## config.mk

```make
export PLATFORM = sky130hd
export DESIGN_NAME = fifo_stream_reader_flat
export DESIGN_NICKNAME = d
export VERILOG_FILES = /design/src/rtl/fifo_rd_if.sv /design/src/rtl/fifo_stream_reader.sv /design/src/flat_wrapper.sv
export SDC_FILE = /design/constraint.sdc
export NUM_CORES = 1
export LEC_CHECK = 0
export CAP_MARGIN = 40
export CORE_ASPECT_RATIO = 0.5
export CORE_UTILIZATION = 50
export CTS_BUF_LIST = sky130_fd_sc_hd__clkbuf_4 sky130_fd_sc_hd__clkbuf_8 sky130_fd_sc_hd__clkbuf_16
export DETAILED_ROUTE_END_ITERATION = 6
export PLACE_DENSITY = 0.85
export SYNTH_ARGS = -nofsm -noshare
export SYNTH_HDL_FRONTEND = slang
export SYNTH_SLANG_ARGS = --single-unit
```

## constraint.sdc

```tcl
create_clock -name clk -period 4.1 [get_ports clk]
set_clock_uncertainty 0.2 [all_clocks]
set_input_delay 0.615 -clock clk [delete_from_list [all_inputs] [get_ports clk]]
set_output_delay 0.615 -clock clk [all_outputs]
set_load 0.005 [all_outputs]
```

## src/rtl/fifo_rd_if.sv

```systemverilog
// Read-side port of the team fifo: empty/data from the FIFO, rd_en from the reader.
// A pop in cycle t presents the popped entry on data in cycle t+1.
interface fifo_rd_if #(
   parameter int DATA_W = 32
);
   logic              empty;
   logic              rd_en;
   logic [DATA_W-1:0] data;

   modport master (input empty, input data, output rd_en);
   modport slave  (output empty, output data, input rd_en);
endinterface

```

## src/rtl/fifo_stream_reader.sv

```systemverilog
// Drains a fifo_rd_if port into a valid/ready stream through a 2-entry output buffer.
// Optional transfer counter enabled by macro FIFO_STREAM_READER_CNT_EN.
module fifo_stream_reader #(
   parameter int DATA_W     = 32,
   parameter int OBUF_DEPTH = 2
) (
   input  logic              clk,
   input  logic              rst,
   fifo_rd_if.master         rd_if,
   input  logic              en_i,
   output logic [DATA_W-1:0] m_data_o,
   output logic              m_valid_o,
   input  logic              m_ready_i,
   output logic              busy_o,
   output logic [31:0]       xfer_cnt_o
);

   // Stream handshake: once m_valid_o is high, m_valid_o and m_data_o hold
   // steady until a cycle with m_ready_i also high; that cycle is one transfer.

   generate
      if (OBUF_DEPTH != 2) begin : g_bad_depth
         $error("fifo_stream_reader: OBUF_DEPTH must be 2");
      end
   endgenerate

   typedef enum logic [1:0] {
      ST_EMPTY = 2'd0,
      ST_ONE   = 2'd1,
      ST_TWO   = 2'd2
   } state_t;

   state_t            state;
   state_t            state_nxt;
   logic              inflight;
   logic              capture;
   logic              out_fire;
   logic              rd_en;
   logic [1:0]        occ;
   logic [2:0]        level;
   logic [DATA_W-1:0] slot0;
   logic [DATA_W-1:0] slot1;

   assign capture     = inflight;
   assign rd_if.rd_en = rd_en;
   assign m_data_o    = slot0;

   always_ff @(posedge clk or posedge rst) begin
      if (rst) begin
         state    <= ST_EMPTY;
         inflight <= 1'b0;
      end else begin
         state    <= state_nxt;
         inflight <= rd_en;
      end
   end

   always_comb begin
      state_nxt = state;
      case (state)
         ST_EMPTY: begin
            if (capture) state_nxt = ST_ONE;
         end
         ST_ONE: begin
            if (capture && !out_fire)      state_nxt = ST_TWO;
            else if (!capture && out_fire) state_nxt = ST_EMPTY;
         end
         ST_TWO: begin
            if (out_fire) state_nxt = ST_ONE;
         end
         default: state_nxt = ST_EMPTY;
      endcase
   end

   // Pop only when the word it returns is guaranteed a free slot on arrival.
   always_comb begin
      m_valid_o = (state != ST_EMPTY);
      out_fire  = m_valid_o && m_ready_i;
      case (state)
         ST_ONE:  occ = 2'd1;
         ST_TWO:  occ = 2'd2;
         default: occ = 2'd0;
      endcase
      level  = {1'b0, occ} + {2'b00, inflight};
      rd_en  = !rst && en_i && !rd_if.empty &&
               ((level - {2'b00, out_fire}) < 3'd2);
      busy_o = inflight || m_valid_o;
   end

   always_ff @(posedge clk or posedge rst) begin
      if (rst) begin
         slot0 <= '0;
         slot1 <= '0;
      end else begin
         case (state)
            ST_EMPTY: begin
               if (capture) slot0 <= rd_if.data;
            end
            ST_ONE: begin
               if (capture && out_fire)       slot0 <= rd_if.data;
               else if (capture && !out_fire) slot1 <= rd_if.data;
            end
            ST_TWO: begin
               if (out_fire) slot0 <= slot1;
            end
            default: ;
         endcase
      end
   end

`ifdef FIFO_STREAM_READER_CNT_EN
   logic [31:0] xfer_cnt;

   always_ff @(posedge clk or posedge rst) begin
      if (rst)           xfer_cnt <= 32'd0;
      else if (out_fire) xfer_cnt <= xfer_cnt + 32'd1;
   end

   assign xfer_cnt_o = xfer_cnt;
`else
   assign xfer_cnt_o = 32'd0;
`endif

endmodule

```

## src/flat_wrapper.sv

```systemverilog
// flat-port wrapper written by rule: the top's interface ports become plain ports
module fifo_stream_reader_flat 
#(
   parameter int DATA_W     = 32,
   parameter int OBUF_DEPTH = 2
)
  (clk, rst, en_i, m_data_o, m_valid_o, m_ready_i, busy_o, xfer_cnt_o, rd_if_empty, rd_if_data, rd_if_rd_en);
  fifo_rd_if #(.DATA_W(DATA_W)) rd_if_i ();
  input  logic clk;
  input  logic rst;
  input  logic en_i;
  output logic [DATA_W-1:0] m_data_o;
  output logic m_valid_o;
  input  logic m_ready_i;
  output logic busy_o;
  output logic [31:0] xfer_cnt_o;
  input wire logic [$bits(rd_if_i.empty)-1:0] rd_if_empty;
  input wire logic [$bits(rd_if_i.data)-1:0] rd_if_data;
  output wire logic [$bits(rd_if_i.rd_en)-1:0] rd_if_rd_en;
  assign rd_if_i.empty = rd_if_empty;
  assign rd_if_i.data = rd_if_data;
  assign rd_if_rd_en = rd_if_i.rd_en;
  fifo_stream_reader #(.DATA_W(DATA_W), .OBUF_DEPTH(OBUF_DEPTH)) u_core (.clk(clk), .rst(rst), .rd_if(rd_if_i), .en_i(en_i), .m_data_o(m_data_o), .m_valid_o(m_valid_o), .m_ready_i(m_ready_i), .busy_o(busy_o), .xfer_cnt_o(xfer_cnt_o));
endmodule
```

==> metrics.csv <==
metric;value;unit
run_status;finished, final reports clean;
tightest_slew;0.536;ns
via_per_inst;4.92;
start_util;52.8;%
whs;0.291;ns
slew_violations;0;
r2r_end;u_core.slot1[6];
r2r-start;u_core.state[0];
p_leak;1.89;nW
finalHoldViolCount;0;
insertion_delay;0.32;ns
antenna_found_initial;0;
layout-drive-gt1-share;30.2;%
p_per_area;668;mW/mm^2
grt-ovfl-total;0;
fill_cells;435;
critPathArrivalTime;3.07;ns
critPathTopFamily;buffers and inverters;
drc;0;
antenna_left;0;
synth-seq-cells;67;
slowest_stage;clkdlybuf4s50_1;
setup_viol;0;
clk_transition_reported_paths;0.05;ns
routed_wirelength;6070;um
min_to;u_core.slot1[11];
cts-htree-levels;3;
syn_area;0.00328;mm^2
r2r_slack;1.25;ns
final_util;69.1;%
port_buffers;71;
synthCells;230;
critical_path_class;input pin to output port;
seq_area_frac_synth;51.2;%
grt_pass1_vias;2078;
cts.root.buffer_cell;clkbuf_16;
critical_path_buf_inv_count;3;
place.gp.congestion;0.815;
start_kind;input pin;
finalPower;2.86;mW
core_region_area;0.00621;mm^2
cts_setup_buffers;0;
num_io_pins;104;
grt_max_degree;35;
yosys_warnings;0;
die_w;116;um
fmax;258;MHz
rsz0062_at_grt;false;
row_count;20;
cap_violations;0;
max_stage_delay;0.55;ns
peakVddDrop;362;uV
setup_ws;0.219;ns
cp_max_fo;3;
dp_slack;0.138;ns
avgSynthCellArea;14.2;um^2
clock_path_buffers;2;
cts_inserted_buffers;9;
fin_crit_sh;94.7;%
post-route-min-period;3.88;ns
wl_per_cell;15.2;um
hold_start;u_core.slot1[11];
diodes;0;
cts-hold-fix-buffers;0;
dieArea;0.00690;mm^2
dr.pass1.iters;4;
r2r_cells;7;
relSlewSlack;64.2;%
grt_pass1_wl;10000;um
hold_class;register to register;
drt_iter0_markers;47;
synthDistinctLibCells;21;
numClockSinks;67;
cts-resized-gates;0;
area_growth_syn_to_layout;30.9;%
grt_use_total;20.0;%
crit_chain;clkdlybuf4s50_1 > nand2_1 > inv_1 > ha_1 > nand2b_1 > fa_1 > nand2_1 > nor4_2 > clkdlybuf4s50_1;
tns;0;ns
fp.dieH;59.2;um
cts_tree;done;
place_hpwl;4300;um
vias;1963;
whs_path_depth;1;
worstPathRequired;3.28;ns
critPathCaptureType;output port;
final_nets;347;
registers in the layout, summed over array words and instances, names as in the netlist:
| name | count |
|---|---|
| u_core.state | 2 |
| u_core.capture | 1 |
| u_core.m_data_o | 32 |
| u_core.slot1 | 32 |
report_power, final:
| part | internal (mW) | leakage [nW] | switching (mW) |
|---|---|---|---|
| combinational | 0.641 | 0.903 | 0.288 |
| clock | 0.513 | 0.155 | 0.256 |
| sequential | 0.991 | 0.829 | 0.174 |
through the flow:
step / cells / cell area [um^2]
after CTS: 399 / 4280
after detailed placement: 383 / 3980
after floorplan: 261 / 3390
after global routing: 399 / 4290
after global placement: 381 / 3930
final: 399 / 4290
cell families after synthesis:
logic type	Yosys count	share of synthesized area [%]
adders and majority gates	4	1.76
AOI/OAI and AO/OA	3	0.878
xor gates and xnor gates	1	0.267
muxes	97	33.3
and+or+nand+nor	11	2.06
other	1	0.114
DFF	67	51.2
buffers and inverters	46	10.4
Yosys cell counts:
cell / n / share of area (%)
dfrtp_1: 67 / 51
mux2_2: 67 / 23
buf_4: 39 / 8.9
mux2_1: 29 / 10
inv_1: 4 / 0.46
buf_6: 3 / 1.0
ha_1: 3 / 1.1
nand2_1: 3 / 0.34
nand2b_1: 3 / 0.57
conb_1: 1 / 0.11
fa_1: 1 / 0.61
mux2i_1: 1 / 0.31
nor2b_1: 1 / 0.19
nor3b_2: 1 / 0.38
nor4_1: 1 / 0.19
o21ai_0: 1 / 0.15
o2bb2ai_2: 1 / 0.46
o32ai_1: 1 / 0.27
or2_2: 1 / 0.19
or3_1: 1 / 0.19
xnor2_1: 1 / 0.27
layer usage:
layer | up-vias | wire, um | GRT usage [%]
met1 | 998 | 2470 | 22.4
met3 | 8 | 274 | 6.24
li1 | 889 | - | -
met5 | - | 0 | 0
met4 | 0 | 75 | 8.79
met2 | 68 | 3250 | 35.9
cell usage in the layout, fill, tap and decap left out, drive strengths merged:
master | netlist | final
buf | 42 | 5
bufinv | 0 | 1
clkbuf | 0 | 14
clkdlybuf4s50 | 0 | 71
clkinv | 0 | 1
conb | 1 | 32
dfrtp | 67 | 67
fa | 1 | 1
ha | 3 | 3
inv | 4 | 4
mux2 | 96 | 96
mux2i | 1 | 1
nand2 | 3 | 3
nand2b | 3 | 3
nor2b | 1 | 1
nor3b | 1 | 1
nor4 | 1 | 1
o21ai | 1 | 1
o2bb2ai | 1 | 1
o32ai | 1 | 1
or2 | 1 | 1
or3 | 1 | 1
xnor2 | 1 | 1
layout make-up:
type,instances,area (um^2),share of cell area [%]
Clock buffer,14,269,6.27
Clock inverter,2,35.0,0.817
Inverter,4,15.0,0.350
Multi-Input combinational cell,148,1400,32.7
Sequential cell,67,1680,39.1
Tap cell,88,110,2.57
Timing Repair Buffer,76,781,18.2
worst max-delay path by stage:
stage / startpoint / to / depth (start not counted) / slack [ns]
floorplan: u_core.state[0] / rd_if_rd_en / 8 / 1.18
detailed placement: m_ready_i / rd_if_rd_en / 9 / 0.14
global route: u_core.state[0] / rd_if_rd_en / 9 / 0.08
CTS: u_core.state[0] / rd_if_rd_en / 9 / 0.12
global placement: m_ready_i / rd_if_rd_en / 9 / 0.28
finish: m_ready_i / rd_if_rd_en / 9 / 0.22
(Power assumes the default switching activity.)
==> variant, RTL diff (same flow settings) <==
`DATA_W` is set to 32 in 3 places; all go to 16.
--- a/src/rtl/fifo_rd_if.sv
+++ b/src/rtl/fifo_rd_if.sv
@@ -2,5 +2,5 @@
 // A pop in cycle t presents the popped entry on data in cycle t+1.
 interface fifo_rd_if #(
-   parameter int DATA_W = 32
+   parameter int DATA_W = 16
 );
    logic              empty;
--- a/src/rtl/fifo_stream_reader.sv
+++ b/src/rtl/fifo_stream_reader.sv
@@ -2,5 +2,5 @@
 // Optional transfer counter enabled by macro FIFO_STREAM_READER_CNT_EN.
 module fifo_stream_reader #(
-   parameter int DATA_W     = 32,
+   parameter int DATA_W     = 16,
    parameter int OBUF_DEPTH = 2
 ) (
--- a/src/flat_wrapper.sv
+++ b/src/flat_wrapper.sv
@@ -2,5 +2,5 @@
 module fifo_stream_reader_flat 
 #(
-   parameter int DATA_W     = 32,
+   parameter int DATA_W     = 16,
    parameter int OBUF_DEPTH = 2
 )
Ports: changed (resized m_data_o and rd_if_data); port bits go from 104 to 72. No check against the original RTL was run, so the function may have changed too.
==> variant against the unedited design <==
  * Combinational power decreased by 40%
  * Routed wire length decreased by 49%
  * Final area decreased by 44%
  * Critical path type unchanged
  * First-iteration DRC count unchanged
  * Largest power group unchanged
  * Synthesized area decreased by 39%
  * Final cell count decreased by 40%
  * Total power decreased by 48%
  * Sequential cell count decreased by 32
  * Worst setup slack improved by 53 ps
==> variant: results (changes against the unedited design) <==
\begin{tabular}{lr}
\hline
Metric & Value \\
\hline
\multicolumn{2}{l}{\textbf{Global route}} \\
\quad Met3 track demand over resource & 0.0485 (-0.0138) \\
\quad All-Layer GR Usage & 0.159 (-0.0415) \\
\quad First-pass GRT wire length & 5.00 mm (-50\%) \\
\quad Global-route track usage on met1 & 0.192 (-0.0314) \\
\multicolumn{2}{l}{\textbf{Cells and area}} \\
\quad NumNets Final & 214 (-38\%) \\
\quad Share of the final layout cell area in sequential cells & 0.362 (-0.0291) \\
\quad Layout cells sized above 1 & 0.316 (+0.0135) \\
\quad Final core area utilization & 0.665 (-0.0263) \\
\quad Buffer count excluding the clock tree in the final layout & 42 (-45\%) \\
\quad Comb\_multi\_in & 101 (-32\%) \\
\quad Number of non-filler instances in the completed layout & 241 (-40\%) \\
\quad Area of the multi-input gates & 935 um\^{}2 (-33\%) \\
\multicolumn{2}{l}{\textbf{Logic synthesis}} \\
\quad Post-synthesis average cell area & 13.8 um\^{}2 (-3.1\%) \\
\quad Sequential area share after synthesis & 0.435 (-0.0771) \\
\quad Xor/xnor share of the synthesized area & 0.00435 (+0.00167) \\
\quad Portion of netlist area occupied by mux cells & 0.318 (-0.0151) \\
\multicolumn{2}{l}{\textbf{Clocking}} \\
\quad Sink Count & 35 (-48\%) \\
\quad Number of levels the H-tree was split into & 2 (-1) \\
\quad Source-to-sink clock delay at the later pin of the worst-skew pair & 280 ps (-40 ps) \\
\quad CTS clk-pin slew, worst paths & 70 ps (+20 ps) \\
\multicolumn{2}{l}{\textbf{Outcome}} \\
\quad Run status & complete, no violations \\
\multicolumn{2}{l}{\textbf{Place}} \\
\quad Total instance count after detailed placement & 233 (-39\%) \\
\quad Routability congestion estimate & 0.765 (-6.1\%) \\
\quad Half-perimeter wire length of the detailed placement result & 2.18 mm (-49\%) \\
\multicolumn{2}{l}{\textbf{Detailed routing}} \\
\quad Wl on met1 & 1.39 mm (-44\%) \\
\quad First-pass DRT Iterations & 2 (-2) \\
\quad Total via count after detailed routing & 1135 (-42\%) \\
\multicolumn{2}{l}{\textbf{Floorplanning}} \\
\quad Standard-cell rows & 15 (-25\%) \\
\multicolumn{2}{l}{\textbf{Timing}} \\
\quad Slew at the pin with the worst max-slew slack & 595 ps (+59.7 ps) \\
\hline
\end{tabular}
-- variant: path summary, 6_finish.rpt --
path	startpoint	end	slack, ps	cells past startpoint
worst max register to register	u_core.state[0]	u_core.capture	1640	8
worst min register to register	u_core.m_data_o[10]	u_core.m_data_o[10]	290	1
min in group asynchronous	rst	u_core.capture	320	2
worst min-delay path	u_core.m_data_o[10]	u_core.m_data_o[10]	290	1
max in group asynchronous	rst	u_core.m_data_o[5]	2800	3
worst max-delay path	m_ready_i	rd_if_rd_en	270	9
-- variant: logic make-up (layout without fill, tap and decap cells) --
logic type	count (synthesis)	count (layout)
XOR/XNOR	1	1
other	1	32
adder cells (fa/ha/maj)	4	4
multiplexers	49	49
flip-flops	35	35
buffers and inverters	41	54
AND/OR/NAND/NOR	12	12
AO/OA/AOI/OAI	3	3
-- variant: where the power goes --
group	total (mW)	internal (mW)	switching [mW]	leakage, nW
sequential	0.601	0.509	0.0923	0.435
combinational	0.556	0.395	0.161	0.653
clock	0.319	0.197	0.122	0.0612
